$ cat config.mk
export PLATFORM = sky130hd
export DESIGN_NAME = load_store_unit
export DESIGN_NICKNAME = d
export VERILOG_FILES = /design/src/rtl/load_store_unit.sv
export SDC_FILE = /design/constraint.sdc
export NUM_CORES = 1
export LEC_CHECK = 0
export BUFFER_PORTS_ARGS = -buffer_cell sky130_fd_sc_hd__buf_2
export CORE_MARGIN = 3
export CORE_UTILIZATION = 48
export CTS_BUF_LIST = sky130_fd_sc_hd__clkbuf_8
export DETAILED_ROUTE_END_ITERATION = 8
export PLACE_DENSITY = 0.79
export SETUP_SLACK_MARGIN = 0.15
export SYNTH_ARGS = -nofsm -noshare
export SYNTH_HDL_FRONTEND = slang
export SYNTH_SLANG_ARGS = --single-unit
$ cat constraint.sdc
create_clock -name clk -period 3.9 [get_ports clk]
set_input_delay 0.39 -clock clk [delete_from_list [all_inputs] [get_ports clk]]
set_output_delay 0.39 -clock clk [all_outputs]
set_load 0.01 [all_outputs]
$ cat src/rtl/load_store_unit.sv
// Load/store unit: turns an ALU effective address plus rs2 data into one B/H/W
// access on a req/ack data-memory port, returning the extended load value.
//
// state  | meaning
// -------+------------------------------------------------------------
// IDLE   | waiting for lsu_start; request is checked and latched here
// ACCESS | mem_req held high until mem_ack or timeout
// DONE   | one-cycle completion pulse with error code, then back to IDLE
module load_store_unit #(
  parameter int OPERAND_LENGTH  = 32,
  parameter int MEM_ADDR_LENGTH = 12,
  parameter int MEM_TIMEOUT     = 16
) (
  input  logic                       clk,
  input  logic                       rst_n,
  input  logic                       lsu_start,
  input  logic                       lsu_we,
  input  logic [2:0]                 lsu_funct3,
  input  logic [OPERAND_LENGTH-1:0]  lsu_addr,
  input  logic [OPERAND_LENGTH-1:0]  lsu_store_data,
  output logic                       lsu_busy,
  output logic                       lsu_done,
  output logic [1:0]                 lsu_err_code,
  output logic [OPERAND_LENGTH-1:0]  lsu_load_data,
  output logic                       mem_req,
  output logic                       mem_we,
  output logic [MEM_ADDR_LENGTH-1:0] mem_addr,
  output logic [3:0]                 mem_be,
  output logic [31:0]                mem_wdata,
  input  logic [31:0]                mem_rdata,
  input  logic                       mem_ack
);

  localparam int CNT_W = $clog2(MEM_TIMEOUT + 1);
  localparam logic [CNT_W-1:0] CNT_LAST = CNT_W'(MEM_TIMEOUT - 1);

  localparam logic [1:0] ERR_OK       = 2'b00;
  localparam logic [1:0] ERR_MISALIGN = 2'b01;
  localparam logic [1:0] ERR_ILLEGAL  = 2'b10;
  localparam logic [1:0] ERR_TIMEOUT  = 2'b11;

  typedef enum logic [1:0] {
    S_IDLE   = 2'd0,
    S_ACCESS = 2'd1,
    S_DONE   = 2'd2
  } state_t;

  state_t                     r_state, w_state_nxt;
  logic [CNT_W-1:0]           r_cnt, w_cnt_nxt;
  logic                       r_busy, w_busy_nxt;
  logic                       r_done, w_done_nxt;
  logic [1:0]                 r_err, w_err_nxt;
  logic [OPERAND_LENGTH-1:0]  r_load, w_load_nxt;
  logic                       r_req, w_req_nxt;
  logic                       r_we, w_we_nxt;
  logic [MEM_ADDR_LENGTH-1:0] r_maddr, w_maddr_nxt;
  logic [3:0]                 r_be, w_be_nxt;
  logic [31:0]                r_wdata, w_wdata_nxt;
  logic [1:0]                 r_size, w_size_nxt;
  logic                       r_uns, w_uns_nxt;
  logic [1:0]                 r_off, w_off_nxt;

  logic        w_illegal;
  logic        w_misaligned;
  logic [3:0]  w_be_req;
  logic [31:0] w_wdata_req;
  logic [31:0] w_shift;
  logic [31:0] w_ext;
  logic        w_unused;

  assign w_unused = ^{lsu_addr[OPERAND_LENGTH-1:MEM_ADDR_LENGTH+2], w_shift[31:16]};

  // Loads accept 000/001/010/100/101; stores only 000/001/010.
  always_comb begin
    if (lsu_we)
      w_illegal = lsu_funct3[2] | (lsu_funct3[1:0] == 2'b11);
    else
      w_illegal = (lsu_funct3[1:0] == 2'b11) | (lsu_funct3[2:1] == 2'b11);
    w_misaligned = ((lsu_funct3[1:0] == 2'b01) && lsu_addr[0]) ||
                   ((lsu_funct3[1:0] == 2'b10) && (lsu_addr[1:0] != 2'b00));
  end

  always_comb begin
    w_be_req    = 4'b1111;
    w_wdata_req = lsu_store_data[31:0];
    case (lsu_funct3[1:0])
      2'b00: begin
        w_be_req    = 4'b0001 << lsu_addr[1:0];
        w_wdata_req = {4{lsu_store_data[7:0]}};
      end
      2'b01: begin
        w_be_req    = 4'b0011 << lsu_addr[1:0];
        w_wdata_req = {2{lsu_store_data[15:0]}};
      end
      default: ;
    endcase
  end

  // Load extraction uses the offset/size captured at start, not live inputs.
  always_comb begin
    w_shift = mem_rdata >> {r_off, 3'b000};
    case (r_size)
      2'b00:   w_ext = r_uns ? {24'b0, w_shift[7:0]}  : {{24{w_shift[7]}}, w_shift[7:0]};
      2'b01:   w_ext = r_uns ? {16'b0, w_shift[15:0]} : {{16{w_shift[15]}}, w_shift[15:0]};
      default: w_ext = mem_rdata;
    endcase
  end

  always_comb begin
    w_state_nxt = r_state;
    w_cnt_nxt   = r_cnt;
    w_busy_nxt  = r_busy;
    w_done_nxt  = 1'b0;
    w_err_nxt   = r_err;
    w_load_nxt  = r_load;
    w_req_nxt   = r_req;
    w_we_nxt    = r_we;
    w_maddr_nxt = r_maddr;
    w_be_nxt    = r_be;
    w_wdata_nxt = r_wdata;
    w_size_nxt  = r_size;
    w_uns_nxt   = r_uns;
    w_off_nxt   = r_off;
    case (r_state)
      S_IDLE: begin
        w_busy_nxt = 1'b0;
        if (lsu_start) begin
          w_busy_nxt = 1'b1;
          if (w_illegal || w_misaligned) begin
            w_state_nxt = S_DONE;
            w_done_nxt  = 1'b1;
            w_err_nxt   = w_illegal ? ERR_ILLEGAL : ERR_MISALIGN;
          end else begin
            w_state_nxt = S_ACCESS;
            w_cnt_nxt   = '0;
            w_req_nxt   = 1'b1;
            w_we_nxt    = lsu_we;
            w_maddr_nxt = lsu_addr[MEM_ADDR_LENGTH+1:2];
            w_be_nxt    = w_be_req;
            w_wdata_nxt = w_wdata_req;
            w_size_nxt  = lsu_funct3[1:0];
            w_uns_nxt   = lsu_funct3[2];
            w_off_nxt   = lsu_addr[1:0];
          end
        end
      end
      S_ACCESS: begin
        if (mem_ack) begin
          w_state_nxt = S_DONE;
          w_done_nxt  = 1'b1;
          w_err_nxt   = ERR_OK;
          w_req_nxt   = 1'b0;
          w_we_nxt    = 1'b0;
          w_cnt_nxt   = '0;
          if (!r_we)
            w_load_nxt = w_ext;
        end else if (r_cnt == CNT_LAST) begin
          w_state_nxt = S_DONE;
          w_done_nxt  = 1'b1;
          w_err_nxt   = ERR_TIMEOUT;
          w_req_nxt   = 1'b0;
          w_we_nxt    = 1'b0;
          w_cnt_nxt   = '0;
        end else begin
          w_cnt_nxt = r_cnt + 1'b1;
        end
      end
      S_DONE: begin
        w_state_nxt = S_IDLE;
        w_busy_nxt  = 1'b0;
      end
      default: begin
        w_state_nxt = S_IDLE;
        w_busy_nxt  = 1'b0;
        w_req_nxt   = 1'b0;
        w_we_nxt    = 1'b0;
      end
    endcase
  end

  always_ff @(posedge clk or negedge rst_n) begin
    if (!rst_n) begin
      r_state <= S_IDLE;
      r_cnt   <= '0;
      r_busy  <= 1'b0;
      r_done  <= 1'b0;
      r_err   <= 2'b00;
      r_load  <= '0;
      r_req   <= 1'b0;
      r_we    <= 1'b0;
      r_maddr <= '0;
      r_be    <= 4'b0;
      r_wdata <= 32'b0;
      r_size  <= 2'b00;
      r_uns   <= 1'b0;
      r_off   <= 2'b00;
    end else begin
      r_state <= w_state_nxt;
      r_cnt   <= w_cnt_nxt;
      r_busy  <= w_busy_nxt;
      r_done  <= w_done_nxt;
      r_err   <= w_err_nxt;
      r_load  <= w_load_nxt;
      r_req   <= w_req_nxt;
      r_we    <= w_we_nxt;
      r_maddr <= w_maddr_nxt;
      r_be    <= w_be_nxt;
      r_wdata <= w_wdata_nxt;
      r_size  <= w_size_nxt;
      r_uns   <= w_uns_nxt;
      r_off   <= w_off_nxt;
    end
  end

  assign lsu_busy      = r_busy;
  assign lsu_done      = r_done;
  assign lsu_err_code  = r_err;
  assign lsu_load_data = r_load;
  assign mem_req       = r_req;
  assign mem_we        = r_we;
  assign mem_addr      = r_maddr;
  assign mem_be        = r_be;
  assign mem_wdata     = r_wdata;

endmodule

### After elaboration in Yosys (flattened, before gate mapping)

Cells that the tools add are included.

| cells by class | value |
|---|---|
| equal/unequal tests | 12 |
| reductions and logical operators | 15 |
| shift-type cells | 3 |
| bitwise gates (word level) | 5 |
| muxes and demuxes | 37 |
| add/subtract/negate cells | 1 |

Operator list:

| kind | count |
|---|---|
| $pmux W32 S2 | 2 |
| $mux W32 | 2 |
| $shr A32 B5 Y16 | 1 |
| $mux W5 | 4 |
| $mux W2 | 9 |
| $mux W1 | 12 |
| $pmux W5 S2 | 1 |
| $reduce_and A3 Y1 | 3 |
| $eq A2 B2 Y1 const B | 4 |
| $pmux W2 S2 | 2 |
| $pmux W4 S2 | 1 |
| $reduce_and A4 Y1 | 2 |
| $eq A2 B1 Y1 const B | 3 |
| $logic_not A2 Y1 | 3 |
| $ne A2 B2 Y1 const B | 3 |
| $pmux W1 S3 | 2 |
| $add A5 B1 Y5 const B | 1 |
| $eq A5 B4 Y1 const B | 1 |
| $pmux W1 S2 | 2 |
| $reduce_bool A2 Y1 | 2 |
| $shl A1 B2 Y4 const A | 1 |
| $shl A2 B2 Y4 const A | 1 |
| $ne A3 B3 Y1 const B | 1 |
| $not A1 Y1 | 3 |
| other kinds (4) | 7 |

| word-level totals | value |
|---|---|
| input bits | 104 |
| flip-flop bits (word level) | 98 |

### Depth between registers and ports, before layout

Gate-level depths: netlist (run 1).

| logic depth | value |
|---|---|
| depth in word-level cells | 7 |
| depth in mapped cells | 7 |

### Worst setup path after synthesis (run 1)

Ideal clock, no wire load.

| timing path | value |
|---|---|
| path kind | input -> register |
| start | input port lsu_addr[0] |
| end | register r_cnt[1] |
| arrival | 1.650 ns |
| library setup time | 0.121 ns |
| path slack | 2.129 ns |
| cell stages on the path | 4 |
| cell sequence | buf_2 -> or4_4 -> a311o_1 -> a22o_1 |

| between the ends | value |
|---|---|
| cells in the longest elaborated chain, start to end | 6 |
| elaborated cells on any way between the ends | 7 |
| classes of those cells | 1 x eq/ne; 6 x reduce/logical |

Ends and longest elaborated chain:

| item | line | text |
|---|---|---|
| start, declared | 19 | `input logic [OPERAND_LENGTH-1:0] lsu_addr,` |
| $reduce_bool A2 Y1 | 80 | `((lsu_funct3[1:0] == 2'b10) && (lsu_addr[1:0] != 2'b00));` |
| $logic_and A1 B1 Y1 | 80 |  |
| $logic_or A1 B1 Y1 (*) | 79 | `w_misaligned = ((lsu_funct3[1:0] == 2'b01) && lsu_addr[0]) \|\|` |
| $logic_or A1 B1 Y1 (*) | 129 | `if (w_illegal \|\| w_misaligned) begin` |
| $ne A2 B2 Y1 (no source line) (*) | - |  |
| $reduce_and A3 Y1 (no source line) (*) | - |  |
| end signal, assigned | 199 | `r_cnt <= w_cnt_nxt;` |
| end, declared | 49 | `logic [CNT_W-1:0] r_cnt, w_cnt_nxt;` |

Mark *: on every way between the ends. The rest lies on a longest branch, timed or not.
A chain may end at the register's enable or synchronous reset.

### Final worst setup path (run 1)

| timing path | value |
|---|---|
| start | register r_state[1] |
| end | register r_load[8] (netlist: lsu_load_data[8]) |

| between the ends | value |
|---|---|
| cells in the longest elaborated chain, start to end | 2 |

Ends and longest elaborated chain:

| item | line | text |
|---|---|---|
| start, declared | 48 | `state_t r_state, w_state_nxt;` |
| start signal, assigned | 198 | `r_state <= w_state_nxt;` |
| $eq A2 B1 Y1 | 124 | `case (r_state)` |
| $reduce_and A3 Y1 (no source line) | - |  |
| end signal, assigned | 203 | `r_load <= w_load_nxt;` |
| end, declared | 53 | `logic [OPERAND_LENGTH-1:0] r_load, w_load_nxt;` |

No other way between the ends.

==> results of run 1 <==
-- cell type report --
type / count / area (sq um)
Clock inverter: 6 / 50.0
Tap cell: 129 / 161
Antenna cell: 1 / 2.50
Timing Repair Buffer: 177 / 916
Sequential cell: 98 / 2450
Inverter: 6 / 22.5
Clock buffer: 10 / 138
Multi-Input combinational cell: 379 / 2090
Fill cell: 826 / 3580
-- logic make-up (layout without fill, tap and decap cells) --
family	after synthesis	in the layout	synth area share, %
flops	98	98	52.0
fa+ha+maj	1	1	0.265
buf+inv	43	199	4.03
compound gates	110	110	13.9
other cells	0	1	0
mux	41	41	8.73
simple gates	227	227	21.1
-- final timing paths --
path,endpoint,slack [ns],cells after the start
setup / recovery,lsu_load_data[8],1.62,4
hold / removal,lsu_load_data[22],0.16,1
setup reg to reg,lsu_load_data[8],1.62,4
hold reg to reg,mem_be[0],0.48,2
max in group asynchronous,lsu_load_data[29],2.82,2
min in group clk,mem_addr[2],0.20,3
-- cells in the mapped netlist (2+ instances only) --
cell type	number	area share, %
clkbuf_1	24	1.9
dfrtp_1	98	52
a2bb2oi_1	6	1.1
nand3_1	35	3.7
nand2_1	133	11
buf_6	2	0.48
o211ai_1	8	1.3
nand3b_1	8	1.3
a31oi_1	3	0.40
o22ai_1	7	0.93
a21oi_1	23	2.4
nor2_1	29	2.3
nor3_1	2	0.21
a22oi_1	2	0.32
o21ai_1	3	0.32
o2111ai_1	2	0.37
buf_2	11	1.2
nand2b_1	10	1.3
mux2i_1	40	8.5
o21ai_0	47	5.0
inv_1	6	0.48
-- sequential cells by signal, indices dropped and copies added, names as in the netlist, 4 cells and up --
signal,cells
lsu_load_data,32
mem_wdata,32
mem_be,4
r_cnt,5
mem_addr,12
-- metal layers --
layer | GRT usage, % | vias to the layer above | routed length (um)
met5 | 0 | - | 0
met2 | 39.4 | 196 | 6240
li1 | - | 2094 | -
met4 | 6.28 | 0 | 183
met3 | 5.56 | 17 | 1070
met1 | 30.2 | 2118 | 5290
-- through the flow --
step                hold slack, ns  setup WS, ns  power, uW  utilization (%)  area (sq um)
finish                       0.162          1.62       3650             62.0          5830
global route                 0.201          1.41       3930             61.9          5830
CTS                          0.189          1.63       3680             61.9          5830
detailed placement           0.457          1.37       3050             59.9          5640
global placement             0.448          1.42       2980             59.9          5640
floorplan                   0.0944          2.13       2430                -          4720
-- power by group --
group          internal (uW)  switching, uW
Combinational            581            756
Clock                    255            375
Sequential              1390            291
Total                   2230           1420
==> qor.yml, run 1 <==
outcome: "complete, no violations"
route.vias.total: 4425
layout_min_cycle_time_ns: 2.28
relSlewSlack_pct: 27.9
grt_overflow: 0
drt-total-wl_mm: 12.8
final_nets: 776
worst_pin_slew_ns: 1.08
cts_root_buf: "clkbuf_8"
finalMaxSlewViolations: 0
syn_area_per_cell_sq_um: 9.07
dp_hpwl_mm: 9.25
worstPathRequired_ns: 4.12
worstPathArrival_ns: 2.50
yosys_warnings: 0
max_cap_viol_count: 0
tns_ns: 0
synthArstFlopShare_pct: 100
dr.pass1.iters: 5
htreeDepth: 3
synth-edff-count: 0
fin_worst_skew_ns: 0.0171
die_area_sq_um: 11100
grt_pass1_wl_mm: 21.2
dp_cells: 789
crit_type: "reg -> reg"
start_util_pct: 50.1
cp_slowest_stage_delay_ns: 0.79
slowest_stage: "or3_1"
core_area_sq_um: 9420
syn-num-nets: 625
critPathTopFamily: "simple AND/OR/NAND/NOR gates"
cts_hold_buf: 0
cp_cell_sequence: "nand2b_1, or3_1, a21oi_2, a21oi_1"
gp_congestion: 0.852
max_freq_mhz: 439
ys_seq_area_share_pct: 52.0
irDropWorstVdd_v: 0.000265
cts_resized: 0
synth_cell_type_count: 42
drtIter0Drc: 334
drive_above_1_share_pct: 29.6
antenna_found_initial: 0
port-buffer-count: 171
worstSkewPairLatency_ns: 0.37
grt_pass1_vias: 4295
ioPinCount: 190
dieWidth_um: 105
drtAntennaViolNets: 0
period_share_pct: 58.4
setup_viol: 0
p_per_area_nw_per_um2: 626
via_per_inst: 5.49
rsz0062_at_grt: "false"
cts_buffers: 9
cts_tree: "built"
grt_usage_pct: 23.4
clock_sinks: 98
hold_class: "in -> async"
remaining_drc_errors: 0
final_cell_mix: "buf_2 (170), nand2_1 (133), dfrtp_1 (98)"
cp-start-kind: "flip-flop"
p_leak_uw: 0.00303
mostFrequentLayoutCell: "buf_2"
clockBufferDepth: 2
rows: 35
netlist_instances: 520
path_max_fanout: 35
fin_cells: 806
syn-cell-area_sq_um: 4720
finalHoldViolations: 0
synthFlopType: "dfrtp_1"
reg2reg_from: "r_state[1]"
ys_ff_latch: 98
critPathBufInv: 0
end_kind: "flip-flop"
path_clk_slew_ns: 0.10
cts_setup_buffers: 0
grt_max_degree: 75
syn_to_final_growth_pct: 23.7
startpoint: "r_state[1]"
dieHeight_um: 105
wl_per_cell_um: 15.9
Power figures use the tool's default switching activity.
==> inputs of run 2 (changes only) <==
ABC_AREA = 1   (was not set)
CORE_UTILIZATION = 46   (was 48)
PLACE_DENSITY = 0.78   (was 0.79)
clock period = 2 ns   (was 3.9 ns; I/O delays follow)
==> qor.yml, run 2 <==
synth_cell_type_count: 24  # was 42
ys_ff_latch: 98  # unchanged
end_kind: "flip-flop"  # unchanged
grt_pass1_vias: 4684  # was 4295
max_freq_mhz: 599  # was 439 MHz
p_leak_uw: 0.00351  # was 0.00303 uW
crit_type: "reg -> reg"  # unchanged
setup_viol: 0  # unchanged
synthTopCellsByCount: "nand2_1 (181), dfrtp_1 (98), a21oi_1 (74)"  # was nand2_1 (133), dfrtp_1 (98), o21ai_0 (47)
clock_sinks: 98  # unchanged
gp_congestion: 0.897  # was 0.852
wl_per_cell_um: 14.1  # was 15.9 um
port-buffer-count: 171  # unchanged
period_share_pct: 83.5  # was 58.4%
tns_ns: 0  # unchanged
worstPathArrival_ns: 1.92  # was 2.50 ns
grt_overflow: 0  # unchanged
drtIter0Drc: 400  # was 334
reg2regPathDepth: 7  # was 4
fin_area_sq_um: 6310  # was 5830 sq um
synthArstFlopShare_pct: 100  # unchanged
worstSkewPairLatency_ns: 0.35  # was 0.37 ns
layout_min_cycle_time_ns: 1.67  # was 2.28 ns
p_per_area_nw_per_um2: 1420  # was 626 nW/um^2
synthTopCellsByArea: "dfrtp_1 (48%), nand2_1 (13%), a21oi_1 (7.2%), nand3_1 (6.1%), inv_1 (5.0%)"  # was dfrtp_1 (52%), nand2_1 (11%), mux2i_1 (8.5%), o21ai_0 (5.0%), nand3_1 (3.7%)
via_per_inst: 5.10  # was 5.49
finalMaxSlewViolations: 0  # unchanged
yosysMostFrequentCell: "nand2_1"  # unchanged
drive_above_1_share_pct: 30.0  # was 29.6%
remaining_drc_errors: 0  # unchanged
yosys_warnings: 0  # unchanged
postPlaceCellArea_sq_um: 6080  # was 5640 sq um
rsz0062_at_grt: "false"  # unchanged
syn-cell-area_sq_um: 5140  # was 4720 sq um
hold_depth: 3
fin_worst_skew_ns: 0.0216  # was 0.0171 ns
drt-total-wl_mm: 13.6  # was 12.8 mm
dieWidth_um: 112  # was 105 um
synth-edff-count: 0  # unchanged
mostFrequentLayoutCell: "nand2_1"  # was buf_2
max_cap_viol_count: 0  # unchanged
cts_buffers: 9  # unchanged
worstPathRequired_ns: 2.25  # was 4.12 ns
ys_seq_area_share_pct: 47.7  # was 52.0%
relSlewSlack_pct: 62.8  # was 27.9%
cts_root_buf: "clkbuf_8"  # unchanged
rows: 37  # was 35
path_max_fanout: 34  # was 35
hold_class: "in -> reg"  # was in -> async
cp-start-kind: "flip-flop"  # unchanged
power_uw: 8940  # was 3650 uW
outcome: "complete, no violations"  # unchanged
antenna_found_initial: 0  # unchanged
syn_to_final_growth_pct: 22.8  # was 23.7%
cts_setup_buffers: 0  # unchanged
finalHoldViolations: 0  # unchanged
irDropWorstVdd_v: 0.000761  # was 0.000265 V
syn_area_per_cell_sq_um: 7.74  # was 9.07 sq um
drtAntennaViolNets: 0  # unchanged
dieHeight_um: 112  # was 105 um
path_clk_slew_ns: 0.10  # about the same
final_cell_mix: "nand2_1 (181), buf_2 (170), dfrtp_1 (98)"  # was buf_2 (170), nand2_1 (133), dfrtp_1 (98)
synth_top_area_share_pct: 47.7  # was 52.0%
start_util_pct: 48.5  # was 50.1%
grt_pass1_wl_mm: 22.6  # was 21.2 mm
fin_ws_ns: 0.331  # was 1.62 ns
r2r_slack_ns: 0.33  # was 1.62 ns
route.vias.total: 4918  # was 4425
dp_slack_ns: 0.202  # was 1.37 ns
syn-num-nets: 769  # was 625
whs_ns: 0.0676  # was 0.162 ns
grt_usage_pct: 21.9  # was 23.4%
die_area_sq_um: 12500  # was 11100 sq um
netlist_instances: 664  # was 520
worst_pin_slew_ns: 0.555  # was 1.08 ns
final_nets: 930  # was 776
clockBufferDepth: 2  # unchanged
diodes: 0  # was 1
grt_max_degree: 59  # was 75
synth_top_area_cell: "dfrtp_1"  # unchanged
synthFlopType: "dfrtp_1"  # unchanged
htreeDepth: 3  # unchanged
cts_tree: "built"  # unchanged
core_area_sq_um: 10600  # was 9420 sq um
dp_hpwl_mm: 9.90  # was 9.25 mm
ioPinCount: 190  # unchanged
dr.pass1.iters: 8  # was 5
run 2: changes by cell type after synthesis, sizes merged, moves of 28 or more:
| cell | change |
|---|---|
| nand3 | +31 |
| mux2i | -40 |
| inv | +66 |
| a21oi | +50 |
| nand2 | +51 |
| o21ai | +28 |
run 2: worst max-delay path, stage by stage (launching register included):
cell	delay [ns]
dfrtp_1	0.43
inv_1	0.10
nor2_2	0.06
nand2_1	0.11
clkinv_2	0.33
or2_2	0.42
nand2_1	0.07
inv_1	0.03
run 2: layout make-up:
type	instances	area, sq um
clock buffers	9	124
clock inverters	6	91.3
fillers	1035	4290
inverters	72	272
multi-input cells	458	2190
flip-flops and latches	98	2450
well taps	136	170
repair buffers	186	1010
run 2: final timing paths:
check                        startpoint                 to
max reg2reg                  r_state[0]  lsu_load_data[22]
max                          r_state[0]  lsu_load_data[22]
max in group asynchronous         rst_n  lsu_load_data[18]
min                        lsu_addr[10]        mem_addr[8]
min reg2reg                 mem_addr[6]        mem_addr[6]
min in group asynchronous         rst_n   lsu_load_data[3]
run 2: per-layer routing:
metal / GRT usage [%] / vias up / share of wire (%) / wire (um)
met5: 0 / - / 0 / 0
met4: 5.27 / 0 / 1.5 / 199
met3: 6.20 / 15 / 9.5 / 1290
met2: 35.0 / 204 / 46 / 6320
met1: 29.5 / 2249 / 43 / 5830
li1: - / 2450 / - / -
run 2: logic make-up (layout without fill, tap and decap cells):
group,Yosys count,after routing,synth area share (%)
flops,98,98,47.7
compound gates,153,153,16.3
xor+xnor,1,1,0.170
buf+inv,108,273,9.86
fa+ha+maj,1,1,0.243
simple gates,303,303,25.7
run 2: through the flow:
step           cells  utilization [%]
2_1_floorplan    664                -
3_3_place_gp     949             57.3
3_5_place_dp     949             57.3
4_1_cts          965             59.5
5_1_grt          965             59.5
6_report         965             59.5
run 2: power breakdown:
part / internal [uW] / switching [uW] / total (uW)
Combinational: 1620 / 2470 / 4090
Clock: 705 / 693 / 1400
Sequential: 2910 / 536 / 3450
Total: 5240 / 3700 / 8940
run 2: timing repair:
item                                    4_1_cts  5_1_grt
hold buffers                                  1        0
hold endpoints to repair                     38        0
endpoints found under the setup margin        0       24
gates resized for setup                       0        2
==> inputs of run 3 (changes only) <==
CORE_UTILIZATION = 48   (was 46)
clock period = 1.7 ns   (was 2 ns; I/O delays follow)
==> qor.yml, run 3 (same netlist as run 2, synthesis figures left out) <==
grt_pass1_vias: 4853  # was 4684
mostFrequentLayoutCell: "nand2_1"  # unchanged
p_int_uw: 6350  # was 5240 uW
path_clk_slew_ns: 0.10  # about the same
grt_overflow: 0  # unchanged
dieWidth_um: 109  # was 112 um
startpoint: "r_state[1]"  # was r_state[0]
rows: 37  # unchanged
cts_root_buf: "clkbuf_8"  # unchanged
cp-start-kind: "flip-flop"  # unchanged
cp_cell_sequence: "nor2_2, inv_1, nor2_4, nand2_4, buf_6, nand2_1, o21ai_1"  # was inv_1, nor2_2, nand2_1, clkinv_2, or2_2, nand2_1, inv_1
relSlewSlack_pct: 71.2  # was 62.8%
via_per_inst: 5.22  # was 5.10
die_area_sq_um: 12000  # was 12500 sq um
dp_cells: 957  # was 949
dr.pass1.iters: 6  # was 8
worst_pin_slew_ns: 0.432  # was 0.555 ns
end_kind: "flip-flop"  # unchanged
clockBufferDepth: 2  # unchanged
dp_slack_ns: 0.0976  # was 0.202 ns
max_cap_viol_count: 0  # unchanged
max_freq_mhz: 675  # was 599 MHz
route.vias.total: 5130  # was 4918
layout_min_cycle_time_ns: 1.48  # was 1.67 ns
setup.worst_path.end: "mem_wdata[31]"  # was lsu_load_data[22]
outcome: "complete, no violations"  # unchanged
switching_share_pct: 41.7  # was 41.4%
htreeDepth: 3  # unchanged
postPlaceCellArea_sq_um: 6150  # was 6080 sq um
ioPinCount: 190  # unchanged
fin_area_sq_um: 6540  # was 6310 sq um
fin_cells: 982  # was 965
final_cell_mix: "nand2_1 (179), buf_2 (170), dfrtp_1 (95)"  # was nand2_1 (181), buf_2 (170), dfrtp_1 (98)
crit_type: "reg -> reg"  # unchanged
final_nets: 946  # was 930
sequentialPowerShare_pct: 37.6  # was 38.6%
irDropWorstVdd_v: 0.000832  # was 0.000761 V
reg2reg_from: "r_state[1]"  # was r_state[0]
p_per_area_nw_per_um2: 1670  # was 1420 nW/um^2
hold_class: "in -> reg"  # unchanged
period_share_pct: 87.1  # was 83.5%
fin_worst_skew_ns: 0.0126  # was 0.0216 ns
r2r_end: "mem_wdata[31]"  # was lsu_load_data[22]
r2r_slack_ns: 0.22  # was 0.33 ns
grt_max_degree: 61  # was 59
regArea_sq_um: 2460  # was 2450 sq um
fill_cells: 945  # was 1035
p_leak_uw: 0.00362  # was 0.00351 uW
path_max_fanout: 32  # was 34
p_sw_uw: 4540  # was 3700 uW
grt_pass1_wl_mm: 22.9  # was 22.6 mm
antenna_found_initial: 1  # was 0
drtIter0Drc: 365  # was 400
finalMaxSlewViolations: 0  # unchanged
syn_to_final_growth_pct: 27.2  # was 22.8%
dp_hpwl_mm: 10.7  # was 9.90 mm
start_util_pct: 49.6  # was 48.5%
reg2regPathDepth: 7  # unchanged
port-buffer-count: 171  # unchanged
cp_slowest_stage_delay_ns: 0.47  # was 0.43 ns
tns_ns: 0  # unchanged
multi_input_area_sq_um: 2220  # was 2190 sq um
wl_per_cell_um: 15.0  # was 14.1 um
fin_ws_ns: 0.219  # was 0.331 ns
p_clk_share_pct: 14.4  # was 15.7%
slowest_stage: "dfrtp_2"  # was dfrtp_1
worstSkewPairLatency_ns: 0.37  # was 0.35 ns
worstPathArrival_ns: 1.72  # was 1.92 ns
drt-total-wl_mm: 14.7  # was 13.6 mm
remaining_drc_errors: 0  # unchanged
setup_viol: 0  # unchanged
grt_usage_pct: 24.3  # was 21.9%
cts_tree: "built"  # unchanged
diodes: 0  # unchanged
rsz0062_at_grt: "true"  # was false
core_area_sq_um: 10400  # was 10600 sq um
cts_buffers: 9  # unchanged
worstPathRequired_ns: 1.94  # was 2.25 ns
drtAntennaViolNets: 0  # unchanged
clock_sinks: 98  # unchanged
power_uw: 10900  # was 8940 uW
dieHeight_um: 109  # was 112 um
pwr-share-comb_pct: 48.0  # was 45.7%
gp_congestion: 0.917  # was 0.897
drive_above_1_share_pct: 32.4  # was 30.0%
finalHoldViolations: 0  # unchanged
[run 3: changes by cell type in the layout (fill, tap and decap cells not counted), sizes merged]
cell | previous run | this run
buf | 185 | 198
clkbuf | 9 | 13
bufinv | 2 | 1
clkinvlp | 1 | 0
inv | 73 | 74
nand3 | 66 | 67
[run 3: power by group through the flow]
stage               registers [uW]  logic (uW)  clock network [uW]
floorplan                     4520        2570                   0
global placement              4060        4810                   0
detailed placement            4090        4980                   0
CTS                           4080        5010                1610
global route                  4220        5840                1700
finish                        4100        5220                1560
[run 3: worst min-delay path by stage]
stage	from	endpoint	cells after the start
6_report	lsu_addr[7]	mem_addr[5]	3
5_1_grt	lsu_addr[6]	mem_addr[4]	3
4_1_cts	lsu_addr[7]	mem_addr[5]	3
3_5_place_dp	rst_n	lsu_load_data[4]	1
3_3_place_gp	rst_n	lsu_load_data[6]	1
2_1_floorplan	rst_n	lsu_busy	0
[run 3: critical path: cells and delay by family, from the launching register on]
kind,cells,cell delay (ns)
flip-flops,1,0.47
AO/OA/AOI/OAI,1,0.06
buffers and inverters,2,0.33
AND/OR/NAND/NOR,4,0.49
[run 3: timing repair]
action                                  CTS  global route
hold buffers                              1             0
resized for setup                         4            21
buffers inserted                          0             5
pin swaps                                 0             4
hold endpoints to repair                 28             0
endpoints found under the setup margin   28            84
gates cloned                              0             3
[run 3: per-stage QoR]
stage / utilization [%] / hold WS [ns]
detailed placement: 59.3 / 0.142
global placement: 59.3 / 0.129
CTS: 61.5 / 0.0161
global route: 63.0 / 0.0299
floorplan: - / -0.126
finish: 63.0 / 0.0331
[run 3: routing by layer]
metal  wire (um)  GRT usage, %  share of wire, %
met2        6980          40.5                47
met3        1400          5.70               9.5
met5          13             0             0.088
met4         336          9.80               2.3
met1        5980          30.5                41
[run 3: area by class of cell]
type / count / area share [%]
clock inverter: 5 / 0.804
inverter: 72 / 4.29
clock buffer: 11 / 2.32
multi-input combinational: 459 / 34.0
timing repair buffer: 201 / 18.4
tap: 136 / 2.60
sequential: 98 / 37.6
